==> config.mk <==
export PLATFORM = sky130hd
export DESIGN_NAME = display_7seg_scan
export DESIGN_NICKNAME = d
export VERILOG_FILES = /design/src/rtl/display_pkg.sv /design/src/rtl/hex_to_7seg.sv /design/src/rtl/display_7seg_scan.sv
export SDC_FILE = /design/constraint.sdc
export NUM_CORES = 1
export LEC_CHECK = 0
export ABC_AREA = 1
export CAP_MARGIN = 10
export CORE_MARGIN = 2
export CORE_UTILIZATION = 50
export DETAILED_ROUTE_END_ITERATION = 16
export PLACE_DENSITY_LB_ADDON = 0.3
export SETUP_SLACK_MARGIN = 0.05
export SLEW_MARGIN = 15
export SYNTH_ARGS = -nofsm -noshare
export SYNTH_HDL_FRONTEND = slang
export SYNTH_SLANG_ARGS = --single-unit
==> constraint.sdc <==
create_clock -name clk -period 2.9 [get_ports clk]
set_input_delay 0.29 -clock clk [delete_from_list [all_inputs] [get_ports clk]]
set_output_delay 0.29 -clock clk [all_outputs]
set_load 0.01 [all_outputs]
==> src/rtl/display_pkg.sv <==
// Shared constants for the 7-segment display path: glyph table, segment indices, polarity helper.
package display_pkg;

   localparam int SEG_W = 7;

   localparam int SEG_A = 0;
   localparam int SEG_B = 1;
   localparam int SEG_C = 2;
   localparam int SEG_D = 3;
   localparam int SEG_E = 4;
   localparam int SEG_F = 5;
   localparam int SEG_G = 6;

   // Active-high gfedcba glyphs for 0-F; b and d are lowercase.
   localparam logic [SEG_W-1:0] HEX_GLYPH [16] = '{
      7'h3F, 7'h06, 7'h5B, 7'h4F, 7'h66, 7'h6D, 7'h7D, 7'h07,
      7'h7F, 7'h6F, 7'h77, 7'h7C, 7'h39, 7'h5E, 7'h79, 7'h71
   };

   function automatic logic [SEG_W-1:0] apply_pol(input logic [SEG_W-1:0] v, input logic active_low);
      return active_low ? ~v : v;
   endfunction

endpackage

==> src/rtl/hex_to_7seg.sv <==
// Nibble to active-high 7-segment glyph; purely combinational, zero latency, no flow control.
module hex_to_7seg
   import display_pkg::*;
(
   input  logic [3:0]       nibble,
   output logic [SEG_W-1:0] glyph
);

   assign glyph = HEX_GLYPH[nibble];

endmodule

==> src/rtl/display_7seg_scan.sv <==
// Multiplexed N-digit 7-segment scanner with blanking, leading-zero suppression and frame-aligned loads.
// Outputs are registered (one cycle after idx changes); load_ready drops while a word waits for the frame wrap.
module display_7seg_scan
   import display_pkg::*;
#(
   parameter int NUM_DIGITS = 4,
   parameter int SCAN_DIV   = 50000,
   parameter int ACTIVE_LOW = 1
) (
   input  logic                    clk,
   input  logic                    rst,
   input  logic                    load_valid,
   output logic                    load_ready,
   input  logic [4*NUM_DIGITS-1:0] load_data,
   input  logic [NUM_DIGITS-1:0]   load_blank,
   input  logic                    lz_suppress,
   output logic [SEG_W-1:0]        seg,
   output logic [NUM_DIGITS-1:0]   digit_sel
);

   localparam int CNT_W = (SCAN_DIV > 2) ? $clog2(SCAN_DIV) : 1;
   localparam int IDX_W = (NUM_DIGITS > 1) ? $clog2(NUM_DIGITS) : 1;
   localparam logic [CNT_W-1:0] CNT_MAX  = CNT_W'(SCAN_DIV - 1);
   localparam logic [IDX_W-1:0] IDX_LAST = IDX_W'(NUM_DIGITS - 1);
   localparam logic             POL_LOW  = (ACTIVE_LOW != 0);
   localparam logic [SEG_W-1:0]      SEG_OFF = apply_pol('0, POL_LOW);
   localparam logic [NUM_DIGITS-1:0] SEL_OFF = POL_LOW ? '1 : '0;

   generate
      if (SCAN_DIV < 2 || NUM_DIGITS < 1 || NUM_DIGITS > 8) begin : g_bad_params
         $error("display_7seg_scan: illegal parameters (SCAN_DIV >= 2, NUM_DIGITS 1..8)");
      end
   endgenerate

   logic [CNT_W-1:0]        cnt;
   logic [IDX_W-1:0]        idx;
   logic                    tick;
   logic                    pending;
   logic [4*NUM_DIGITS-1:0] disp_data;
   logic [NUM_DIGITS-1:0]   disp_blank;
   logic [4*NUM_DIGITS-1:0] shadow_data;
   logic [NUM_DIGITS-1:0]   shadow_blank;

   logic [NUM_DIGITS-1:0]   lz_mask;
   logic                    zero_run;
   logic [NUM_DIGITS-1:0]   onehot;
   logic [3:0]              cur_nib;
   logic                    cur_blank;
   logic [SEG_W-1:0]        glyph;
   logic [SEG_W-1:0]        seg_lit;

   assign tick = (cnt == CNT_MAX);

   // A digit is a leading zero when it and every more significant digit are zero.
   always_comb begin
      zero_run = 1'b1;
      lz_mask  = '0;
      for (int i = NUM_DIGITS - 1; i >= 0; i--) begin
         zero_run   = zero_run && (disp_data[4*i +: 4] == 4'h0);
         lz_mask[i] = (i > 0) && zero_run;
      end
   end

   always_comb begin
      cur_nib   = 4'h0;
      cur_blank = 1'b0;
      onehot    = '0;
      for (int i = 0; i < NUM_DIGITS; i++) begin
         if (idx == IDX_W'(i)) begin
            cur_nib   = disp_data[4*i +: 4];
            cur_blank = disp_blank[i] | (lz_suppress & lz_mask[i]);
            onehot[i] = 1'b1;
         end
      end
   end

   hex_to_7seg u_hex (
      .nibble (cur_nib),
      .glyph  (glyph)
   );

   assign seg_lit = cur_blank ? '0 : glyph;

   always_ff @(posedge clk) begin
      if (rst) begin
         cnt          <= '0;
         idx          <= '0;
         disp_data    <= '0;
         disp_blank   <= '0;
         shadow_data  <= '0;
         shadow_blank <= '0;
         pending      <= 1'b0;
         load_ready   <= 1'b1;
         seg          <= SEG_OFF;
         digit_sel    <= SEL_OFF;
      end else begin
         cnt <= tick ? '0 : cnt + CNT_W'(1);
         if (tick) begin
            idx <= (idx == IDX_LAST) ? '0 : idx + IDX_W'(1);
         end

         if (load_valid && load_ready) begin
            shadow_data  <= load_data;
            shadow_blank <= load_blank;
            pending      <= 1'b1;
            load_ready   <= 1'b0;
         end

         // Commit only at the frame wrap so a frame never mixes old and new digits.
         if (tick && idx == IDX_LAST && pending) begin
            disp_data  <= shadow_data;
            disp_blank <= shadow_blank;
            pending    <= 1'b0;
            load_ready <= 1'b1;
         end

         if (tick) begin
            seg       <= SEG_OFF;
            digit_sel <= SEL_OFF;
         end else begin
            seg       <= apply_pol(seg_lit, POL_LOW);
            digit_sel <= POL_LOW ? ~onehot : onehot;
         end
      end
   end

endmodule

======== Word-level counts from Yosys, hierarchy flattened ========
Memory sizes are Yosys's and may differ from the RTL's.
Cells that the tools add are included.
Widths: inputs -> output; s select.
storage, ports and cells
  bits in registers ....................... 71
  memory bits (read-only) ................. 112
  input bits .............................. 24
  output and inout port bits .............. 12
  logic and storage cells ................. 54
  memories ................................ 1
cells by class
  add/subtract/negate cells ............... 2
  magnitude comparators ................... 1
  equal/unequal tests ..................... 4
  mux-type cells .......................... 16
  bitwise gates (word level) .............. 9
  reduce and logical (&&, ||, !) cells .... 11
memories
  memory           depth  bits a word  rd ports  clocked after memory_dff  write ports  RTL line          text
  (no name shown)  16     7            1         0                         0            hex_to_7seg.sv:9  assign glyph = HEX_GLYPH[nibble];
operator list
  operator               number
  $mux 7                 3
  $add 16x1->16 const B  1
  $eq 16x16->1 const B   1
  $mux 4                 4
  $logic_not 4->1        3
  $mux 1                 8
  $not 7->7              1
  $ge 5x5->1 const B     1
  $logic_and 1x1->1      5
  $not 4->5              1
  $eq 2x2->1 const B     2
  $not 4->4              1
  $reduce_or 2->1        2
  $and 1x1->1            3
  $or 1x1->1             3
  $add 2x1->2 const B    1
  $eq 2x1->1 const B     1
  $logic_not 2->1        1
  $mux 2                 1

======== Depth between registers and ports, before layout ========
Gate-level depths: netlist (run 1).
  depth in word-level cells ............... 11
  mapped depth ............................ 15

======== Hierarchy ========
A second synthesis (run 1) with hierarchy kept.
second synthesis, totals
  cells, all modules ...................... 484
  area, all modules ....................... 3335.7 sq um
by module, submodules not included
  module             instances  cells an instance  area an instance (sq um)
  display_7seg_scan  1          432                3065.4
  hex_to_7seg        1          52                 270.3

======== Least setup slack after synthesis (run 1) ========
Ideal clock, no wire load.
  kind .................................... reg-to-reg
  start point ............................. reg idx[0]
  end point ............................... reg seg[3]
  data arrival time ....................... 2.102 ns
  data required time ...................... 2.772 ns
  slack ................................... 0.670 ns
  cell stages (with the launch flop) ...... 15
  path through ............................ dfxtp_1 -> inv_1 -> ha_1 -> buf_2 -> a21oi_1 -> nand2_1 -> a21boi_0 -> inv_1 -> ha_1 -> inv_1 -> nand2_1 -> nand3_1 -> nand2_1 -> inv_1 -> nand3_1
on the way
  longest elaborated chain between the ends .. 11
  elaborated cells between the ends (all ways) .. 18
  those cells by class .................... eq/ne: 3; mux: 11; bitwise: 2; reduce/logical: 1; memory: 1
RTL lines
  what                                       RTL line                  text
  start: declaration                         display_7seg_scan.sv:36   logic [IDX_W-1:0] idx;
  start signal: assignment                   display_7seg_scan.sv:99   idx <= (idx == IDX_LAST) ? '0 : idx + IDX_W'(1);
  $logic_not 2->1                            display_7seg_scan.sv:69   if (idx == IDX_W'(i)) begin
  $mux 4 (4 in a row)                        display_7seg_scan.sv:69
  $not 4->5 (implied by the code)            hex_to_7seg.sv:9
  $mem_v2 16x7                               --
  $mux 7 (implied by the code) (2 in a row)  hex_to_7seg.sv:9
  $mux 7 *                                   display_7seg_scan.sv:82   assign seg_lit = cur_blank ? '0 : glyph;
  $not 7->7 *                                display_pkg.sv:21         return active_low ? ~v : v;
  end signal: assignment                     display_7seg_scan.sv:121  seg <= apply_pol(seg_lit, POL_LOW);
  end: declaration                           display_7seg_scan.sv:17   output logic [SEG_W-1:0] seg,
Every way passes the cells marked *; elsewhere a longest branch is shown, timed or not. The select of a mux whose other input is x is not followed.
A chain may end at the register's enable or synchronous reset.

======== Worst setup path after layout (run 1) ========
Ends and elaborated chain as after synthesis.

==> impl_metrics.env, run 1 <==
export IMPL_fin_cells=553
export IMPL_synth_nets=472
export IMPL_drc=0
export IMPL_r2r_end="seg[3]"
export IMPL_io_pins=36
export IMPL_clkTransAtPathRegs_ns=0.07
export IMPL_syn_avg_cell_area_um2=7.499
export IMPL_r2r_start="idx[0]"
export IMPL_diodes=0
export IMPL_vias=2715
export IMPL_startpoint_type="register"
export IMPL_slew_headroom=0.5352
export IMPL_gp_congestion=0.8909
export IMPL_ys_seq_area_frac=0.4338
export IMPL_async_flop_share=0
export IMPL_cts_tree="built"
export IMPL_synthTopCellsByArea="dfxtp_1, nand2_1, nor2_1"
export IMPL_power_mw=2.105
export IMPL_finalNetCount=506
export IMPL_holdBufCountCts=0
export IMPL_grt_overflow=0
export IMPL_synth_largest_area_cell="dfxtp_1"
export IMPL_cp_max_fo=11
export IMPL_cts_sinks=71
export IMPL_regToRegSetupSlack_ns=0.67
export IMPL_cp_required_ns=3.12
export IMPL_clock_latency_ns=0.34
export IMPL_criticalPathCategory="reg -> reg"
export IMPL_ys_seq_elements=71
export IMPL_cts_buffers=9
export IMPL_numPortBuffers=35
export IMPL_wl_per_cell_um=11.45
export IMPL_yosysUniqueCellTypes=28
export IMPL_critPathCaptureType="register"
export IMPL_detail_route_antenna_nets=0
export IMPL_ir_drop_mv=0.3760
export IMPL_worstRegToRegCells=14
export IMPL_post_route_period_util=0.7686
export IMPL_slowest_delay_ns=0.39
export IMPL_hold_path_cell_count=1
export IMPL_drt_first_pass_iters=4
export IMPL_crit_top_cell="inv_1"
export IMPL_holdPathEnd="cnt[0]"
export IMPL_via_per_inst=4.910
export IMPL_areaGrowthSynthToFinish_pct=19.51
export IMPL_hold_class="reg -> reg"
export IMPL_dpl_cell_count=537
export IMPL_htree_levels=3
export IMPL_holdCritStartpoint="cnt[0]"
export IMPL_rsz0062_at_grt="no"
export IMPL_yosys_warnings=0
export IMPL_timing_hold_ws_ns=0.4517
export IMPL_slowest_stage="dfxtp_1"
export IMPL_dp_hpwl_um=4506
export IMPL_start_util=0.5161
export IMPL_setup_tns_ns=0
export IMPL_row_count=29
export IMPL_clock_skew_ns=0.004708
export IMPL_worst_slew_pin_slew_ns=0.6959
export IMPL_crit_chain="inv_1 > ha_1 > a21oi_1 > nand2_1 > a21boi_0 > buf_4 > inv_1 > ha_1 > inv_1 > nand2_1 > nand3_1 > nand2_1 > inv_1 > nand3_1"
export IMPL_maxSlewViolCount=0
export IMPL_antenna_found_initial=0
export IMPL_die_h_um=84.96
export IMPL_synth_edf_count=0
export IMPL_dieArea_mm2=0.007217
export IMPL_cts_root_buffer="clkbuf_8"
export IMPL_cts_resized=0
export IMPL_drtIter0Drc=88
export IMPL_drt_wl_total_um=6330
export IMPL_power_leakage_nw=1.586
export IMPL_synthesis_area_mm2=0.003277
export IMPL_drive_above_1_share=0.1029
export IMPL_die_width_um=84.96
export IMPL_grt_max_degree=43
export IMPL_cts_setup_buffers=0
export IMPL_grt_pass1_wl_um=10810
export IMPL_synth_most_common_cell="nand2_1"
export IMPL_grt_use_total=0.1845
export IMPL_worstPathArrival_ns=2.45
export IMPL_finalHoldViolCount=0
export IMPL_synth_cells=437
export IMPL_synth_commonest_cells="nand2_1, dfxtp_1, nor2_1, inv_1, nand3_1"
export IMPL_yosysTopAreaCellShare=0.4338
export IMPL_grt_pass1_vias=2486
export IMPL_cap_violations=0
export IMPL_ys_flop_type="dfxtp_1"
export IMPL_post_route_min_period_ns=2.229
export IMPL_core_mm2=0.006350
export IMPL_cts_max_path_buffers=2
export IMPL_max_freq_mhz=448.6
export IMPL_setup_viol=0
export IMPL_p_per_area_mw_per_mm2=537.6
export IMPL_status="finished clean"
critical path, delay by kind of cell, from the launching register on:
kind | cells | cell delay, ns
AOI/OAI and AO/OA | 2 | 0.33
buffers and inverters | 5 | 0.44
DFF | 1 | 0.39
adders and majority gates | 2 | 0.62
and+or+nand+nor | 5 | 0.33
through the flow:
stage | cell area [um^2] | util | setup slack (ns)
finish | 3916 | 0.6167 | 0.6710
global route | 3916 | 0.6167 | 0.4333
CTS | 3916 | 0.6167 | 0.6705
detailed placement | 3671 | 0.5781 | 0.7007
global placement | 3671 | 0.5781 | 0.8266
floorplan | 3277 | - | 0.6701
cell type report:
class | count | area (um^2)
timing repair buffer | 39 | 380.4
fill | 569 | 2434
tap | 77 | 96.34
clock inverter | 6 | 107.6
clock buffer | 10 | 137.6
multi-input combinational | 299 | 1582
sequential | 71 | 1421
inverter | 51 | 191.4
layout by cell type, fill, tap and decap left out, drive strengths merged, types with 2 or more instances in the layout:
cell type	n
nand2	77
nor2	75
dfxtp	71
inv	51
a21oi	39
clkdlybuf4s50	35
nand3	30
o21ai	25
o21a	20
ha	11
clkbuf	10
nor3	9
xor2	4
buf	4
bufinv	3
nand4	3
clkinv	2
a21boi	2
kinds of logic (layout without fill, tap and decap cells):
family	count (synthesis)	count (layout)	share of synthesized area
compound gates	88	88	0.1741
xor+xnor	4	4	0.01069
fa+ha+maj	11	11	0.04200
buf+inv	67	106	0.08362
flops	71	71	0.4338
simple gates	196	196	0.2558
report_power, final:
group,switching [mW],internal (mW),total (mW)
Combinational,0.0605,0.0642,0.125
Clock,0.361,0.591,0.953
Sequential,0.0189,1.01,1.03
Total,0.441,1.66,2.11
sequential cells by signal, indices dropped and copies added, names as in the netlist:
| name | cells |
|---|---|
| idx | 2 |
| disp_data | 16 |
| cnt | 16 |
| seg | 7 |
| pending | 1 |
| load_ready | 1 |
| shadow_blank | 4 |
| disp_blank | 4 |
| digit_sel | 4 |
| shadow_data | 16 |
per-layer routing:
metal | share of wire | up-vias | wire length, um | global-route usage
met1 | 0.49 | 1171 | 3093 | 0.2366
met2 | 0.45 | 64 | 2836 | 0.2940
met4 | 0.015 | 0 | 92 | 0.06926
met3 | 0.048 | 10 | 307 | 0.05447
met5 | 0 | - | 0 | 0
li1 | - | 1470 | - | -
worst max path at each step:
| stage | start | slack [ns] | endpoint |
|---|---|---|---|
| 6_report | idx[0] | 0.67 | seg[3] |
| 3_3_place_gp | idx[0] | 0.83 | seg[3] |
| 5_1_grt | idx[0] | 0.43 | seg[3] |
| 4_1_cts | idx[0] | 0.67 | seg[3] |
| 2_1_floorplan | idx[0] | 0.67 | seg[3] |
| 3_5_place_dp | idx[0] | 0.70 | seg[3] |
Note: power is estimated with default switching activity, not from simulation.
==> run 2: changes to the inputs <==
- clock period: 2.9 -> 2.05 ns (I/O delays scaled with it)
==> run 2 against run 1 <==
Net effect:
- critical path depth shrank 2
- register-to-register slack lost 0.58 ns
- total power grew 36%
- wire length grew 11%
- hold slack gained 0.00086 ns
- largest cell class unchanged
==> impl_metrics.env, run 2 (same netlist as run 1, synthesis figures left out) <==
export IMPL_status="finished clean"
export IMPL_crit_top_cell="nand2_1"
export IMPL_grt_pass1_wl_um=11280
export IMPL_cts_buffers=9
export IMPL_rsz0062_at_grt="yes"
export IMPL_grt_overflow=0
export IMPL_place_area_mm2=0.003725
export IMPL_clock_latency_ns=0.35
export IMPL_grt_max_degree=43
export IMPL_layout_common_cells="nor2_1, dfxtp_1, nand2_1"
export IMPL_drive_above_1_share=0.1918
export IMPL_max_freq_mhz=510.9
export IMPL_dieArea_mm2=0.007217
export IMPL_slowest_delay_ns=0.40
export IMPL_slew_headroom=0.6000
export IMPL_criticalPathCategory="reg -> reg"
export IMPL_finalHoldViolCount=0
export IMPL_vias=2900
export IMPL_wl_per_cell_um=12.48
export IMPL_worstPathArrival_ns=2.20
export IMPL_numPortBuffers=35
export IMPL_grt_pass1_vias=2610
export IMPL_p_int_mw=2.203
export IMPL_die_width_um=84.96
export IMPL_sequentialPowerShare=0.505
export IMPL_slowest_stage="dfxtp_4"
export IMPL_cp_num_buf_inv=2
export IMPL_maxSlewViolCount=0
export IMPL_post_route_min_period_ns=1.957
export IMPL_power_leakage_nw=1.642
export IMPL_core_mm2=0.006350
export IMPL_start_util=0.5161
export IMPL_pwr_share_clk=0.431
export IMPL_cts_root_buffer="clkbuf_8"
export IMPL_cts_sinks=71
export IMPL_drtIter0Drc=127
export IMPL_setup_viol=0
export IMPL_io_pins=36
export IMPL_hold_class="reg -> reg"
export IMPL_cp_required_ns=2.29
export IMPL_antenna_found_initial=0
export IMPL_cap_violations=0
export IMPL_detail_route_antenna_nets=0
export IMPL_critPathCaptureType="register"
export IMPL_htree_levels=3
export IMPL_clock_skew_ns=0.007105
export IMPL_p_per_area_mw_per_mm2=690.5
export IMPL_worst_slew_pin_slew_ns=0.5993
export IMPL_finalInstanceArea_mm2=0.004158
export IMPL_die_h_um=84.96
export IMPL_row_count=29
export IMPL_cp_max_fo=6
export IMPL_areaGrowthSynthToFinish_pct=26.88
export IMPL_diodes=0
export IMPL_holdBufCountCts=0
export IMPL_drc=0
export IMPL_clkTransAtPathRegs_ns=0.08
export IMPL_cts_tree="built"
export IMPL_pre_cts_slack_ns=0.06371
export IMPL_startpoint_type="register"
export IMPL_gp_congestion=0.9165
export IMPL_crit_chain="clkinvlp_4 > ha_4 > a21oi_2 > nand2_1 > nand2_1 > nand2_2 > buf_4 > ha_2 > nand2_2 > o21ai_1 > a21oi_1 > nand2_1"
export IMPL_switching_share=0.2327
export IMPL_ir_drop_mv=0.5070
export IMPL_finalNetCount=515
export IMPL_dp_hpwl_um=4497
export IMPL_cts_max_path_buffers=2
export IMPL_final_common_cell="nor2_1"
export IMPL_largestRegisters="cnt (16), disp_data (16), shadow_data (16)"
export IMPL_critical_path_top_delay_family="adder cells"
export IMPL_n_fill_cell=531
export IMPL_pwr_share_comb=0.064
export IMPL_drt_first_pass_iters=5
export IMPL_via_per_inst=5.160
export IMPL_drt_wl_total_um=7012
export IMPL_post_route_period_util=0.9547
export IMPL_grt_use_total=0.1910
export IMPL_power_switching_mw=0.6680
export IMPL_fin_ws_ns=0.09278
==> run 2: changes by cell type in the layout (fill, tap and decap cells not counted), sizes merged <==
cell,previous run,this run
buf,4,13
clkinvlp,1,3
bufinv,3,2
clkbuf,10,9
clkinv,2,3
inv,51,50
==> run 2: final timing paths <==
| check | start | end | slack [ns] | cells past startpoint |
|---|---|---|---|---|
| hold / removal | cnt[0] | cnt[0] | 0.45 | 1 |
| setup reg to reg | idx[0] | seg[5] | 0.09 | 12 |
| setup / recovery | idx[0] | seg[5] | 0.09 | 12 |
| hold reg to reg | cnt[0] | cnt[0] | 0.45 | 1 |
==> run 2: routing by layer <==
layer / vias to the layer above / track usage / wire length (um)
met3: 16 / 0.03696 / 309
li1: 1488 / - / -
met4: 0 / 0.09380 / 151
met5: - / 0 / 0
met1: 1317 / 0.2453 / 3233
met2: 79 / 0.3075 / 3318
==> run 2: cell type report <==
type / instances / area [um^2] / share of cell area
inverter: 51 / 197.7 / 0.04755
multi-input combinational: 299 / 1733 / 0.4168
tap: 77 / 96.34 / 0.02317
timing repair buffer: 48 / 480.5 / 0.1156
clock buffer: 9 / 123.9 / 0.02979
clock inverter: 7 / 97.59 / 0.02347
sequential: 71 / 1429 / 0.3437
==> run 2: power groups by stage <==
stage | clock network, mW | logic (mW) | registers [mW]
floorplan | 0 | 0.0950 | 1.48
global placement | 0 | 0.180 | 1.48
finish | 1.24 | 0.183 | 1.45
detailed placement | 0 | 0.183 | 1.48
global route | 1.32 | 0.206 | 1.45
CTS | 1.26 | 0.183 | 1.45
==> run 2: timing repair <==
| action | CTS | global route |
|---|---|---|
| resized for setup | 0 | 47 |
| buffers inserted | 0 | 4 |
| setup endpoints to repair | 0 | 8 |
==> run 2: per-stage QoR <==
stage / TNS, ns / cells / utilization / power, mW / hold WS (ns)
3_3_place_gp: 0 / 542 / 0.5866 / 1.662 / 0.4300
4_1_cts: 0 / 558 / 0.6215 / 2.894 / 0.4537
3_5_place_dp: 0 / 542 / 0.5866 / 1.667 / 0.4442
2_1_floorplan: 0 / 437 / - / 1.577 / 0.3688
6_report: 0 / 562 / 0.6548 / 2.871 / 0.4526
5_1_grt: -0.1122 / 562 / 0.6548 / 2.982 / 0.4724
==> run 3: changes to the inputs <==
- clock period: 2.05 -> 1.82 ns (I/O delays scaled with it)
==> run 3 against run 2 <==
Net effect:
- the flow now finishes with violations (negative setup slack)
- total power rose by 7.7%
- global-route usage rose by 1.1 points
- via count rose by 0.59%
- first-iteration DRC count fell by 16%
- sequential power rose by 13%
- combinational power rose by 12%
- sequential share of layout area fell by 1.1 points
==> impl_metrics.env, run 3 (same netlist as run 1, synthesis figures left out) <==
export IMPL_clkTransAtPathRegs_ns=0.08
export IMPL_maxSlewViolCount=0
export IMPL_worstPathArrival_ns=2.09
export IMPL_ir_drop_mv=0.5303
export IMPL_r2r_end="seg[0]"
export IMPL_p_per_area_mw_per_mm2=720.8
export IMPL_cp_max_fo=6
export IMPL_worst_slew_pin_slew_ns=0.5497
export IMPL_antenna_found_initial=0
export IMPL_cap_violations=0
export IMPL_finalNetCount=528
export IMPL_numPortBuffers=35
export IMPL_worstRegToRegCells=12
export IMPL_rsz0062_at_grt="yes"
export IMPL_cts_tree="built"
export IMPL_dieArea_mm2=0.007217
export IMPL_grt_use_total=0.2024
export IMPL_drive_above_1_share=0.2169
export IMPL_detail_route_antenna_nets=0
export IMPL_slew_headroom=0.6331
export IMPL_endpoint="seg[0]"
export IMPL_setup_tns_ns=-0.05094
export IMPL_fin_cells=575
export IMPL_start_util=0.5161
export IMPL_violations="negative setup slack"
export IMPL_grt_max_degree=43
export IMPL_fin_ws_ns=-0.03054
export IMPL_holdBufCountCts=0
export IMPL_diodes=0
export IMPL_clock_latency_ns=0.35
export IMPL_critPathCaptureType="register"
export IMPL_pwr_share_clk=0.404
export IMPL_io_pins=36
export IMPL_wl_per_cell_um=12.75
export IMPL_power_switching_mw=0.7174
export IMPL_sequentialPowerShare=0.529
export IMPL_max_freq_mhz=540.4
export IMPL_hold_path_cell_count=3
export IMPL_die_h_um=84.96
export IMPL_row_count=29
export IMPL_regToRegSetupSlack_ns=-0.03
export IMPL_cp_required_ns=2.06
export IMPL_layout_common_cells="nor2_1, dfxtp_1, nand2_1"
export IMPL_setup_viol=3
export IMPL_cts_buffers=9
export IMPL_status="complete, but fails checks"
export IMPL_htree_levels=3
export IMPL_power_mw=3.091
export IMPL_dpl_cell_count=549
export IMPL_core_mm2=0.006350
export IMPL_grt_overflow=0
export IMPL_drc=0
export IMPL_dp_hpwl_um=4688
export IMPL_final_util=0.6753
export IMPL_drt_first_pass_iters=4
export IMPL_final_common_cell="nor2_1"
export IMPL_criticalPathCategory="reg -> reg"
export IMPL_startpoint_type="register"
export IMPL_grt_pass1_vias=2669
export IMPL_areaGrowthSynthToFinish_pct=30.85
export IMPL_post_route_period_util=1.017
export IMPL_switching_share=0.2321
export IMPL_die_width_um=84.96
export IMPL_vias=2917
export IMPL_drtIter0Drc=107
export IMPL_crit_path_start="idx[1]"
export IMPL_clock_skew_ns=0.007430
export IMPL_hold_class="in -> reg"
export IMPL_cts_root_buffer="clkbuf_8"
export IMPL_largestRegisters="cnt (16), disp_data (16), shadow_data (16)"
export IMPL_finalHoldViolCount=0
export IMPL_cts_sinks=71
export IMPL_pre_cts_slack_ns=-0.1095
export IMPL_pwr_share_comb=0.066
export IMPL_drt_wl_total_um=7331
export IMPL_r2r_start="idx[1]"
export IMPL_p_int_mw=2.373
export IMPL_power_leakage_nw=1.723
export IMPL_via_per_inst=5.073
export IMPL_post_route_min_period_ns=1.851
export IMPL_grt_pass1_wl_um=11760
export IMPL_cts_max_path_buffers=2
export IMPL_gp_congestion=0.9102
==> run 3: how the worst min path moves through the flow <==
stage / slack [ns] / to / from
after floorplan: 0.35 / shadow_blank[1] / load_blank[1]
after global placement: 0.43 / cnt[0] / cnt[0]
after detailed placement: 0.46 / disp_data[8] / shadow_data[8]
after CTS: 0.46 / shadow_blank[3] / load_blank[3]
after global routing: 0.46 / shadow_data[10] / load_data[10]
final: 0.46 / shadow_data[11] / load_data[11]
==> run 3: power by group through the flow <==
stage / logic [mW] / registers (mW) / clock network, mW
5_1_grt: 0.233 / 1.64 / 1.35
3_5_place_dp: 0.204 / 1.67 / 0
4_1_cts: 0.205 / 1.64 / 1.28
6_report: 0.205 / 1.64 / 1.25
2_1_floorplan: 0.107 / 1.67 / 0
3_3_place_gp: 0.200 / 1.67 / 0
==> run 3: per-stage QoR <==
step                      hold WS (ns)  area [um^2]
after floorplan                 0.3458         3308
after global placement          0.4321         3799
after detailed placement        0.4574         3799
after CTS                       0.4554         4119
after global routing            0.4602         4288
final                           0.4594         4288
==> run 3: worst max-delay path, cell delays in order, from the launching register on <==
cell and delay, ns:
dfxtp_2 0.35, buf_6 0.13, ha_4 0.18, a21oi_1 0.11, nand2_1 0.08, nand2_2 0.09, nand2_4 0.09, buf_4 0.15
ha_2 0.20, nand3_1 0.08, nand3_1 0.09, nor2_1 0.14, nand2_1 0.06
==> run 3: cell type report <==
class	count	area [um^2]
multi-input combinational	299	1753
tap	77	96.34
clock inverter	6	60.06
timing repair buffer	61	613.1
sequential	71	1426
fill	511	2062
inverter	51	201.4
clock buffer	10	137.6
==> run 3: repair_timing <==
action	CTS	global route
gates resized for setup	19	27
gates cloned	0	2
setup buffers	5	3
setup endpoints to repair	7	39
pin swaps	4	13
==> run 3: layer usage <==
layer | share of wire | up-vias | GRT usage
met5 | 0 | - | 0
met4 | 0.027 | 0 | 0.1053
met3 | 0.034 | 18 | 0.03891
met2 | 0.47 | 69 | 0.3274
met1 | 0.47 | 1314 | 0.2563
li1 | - | 1516 | -
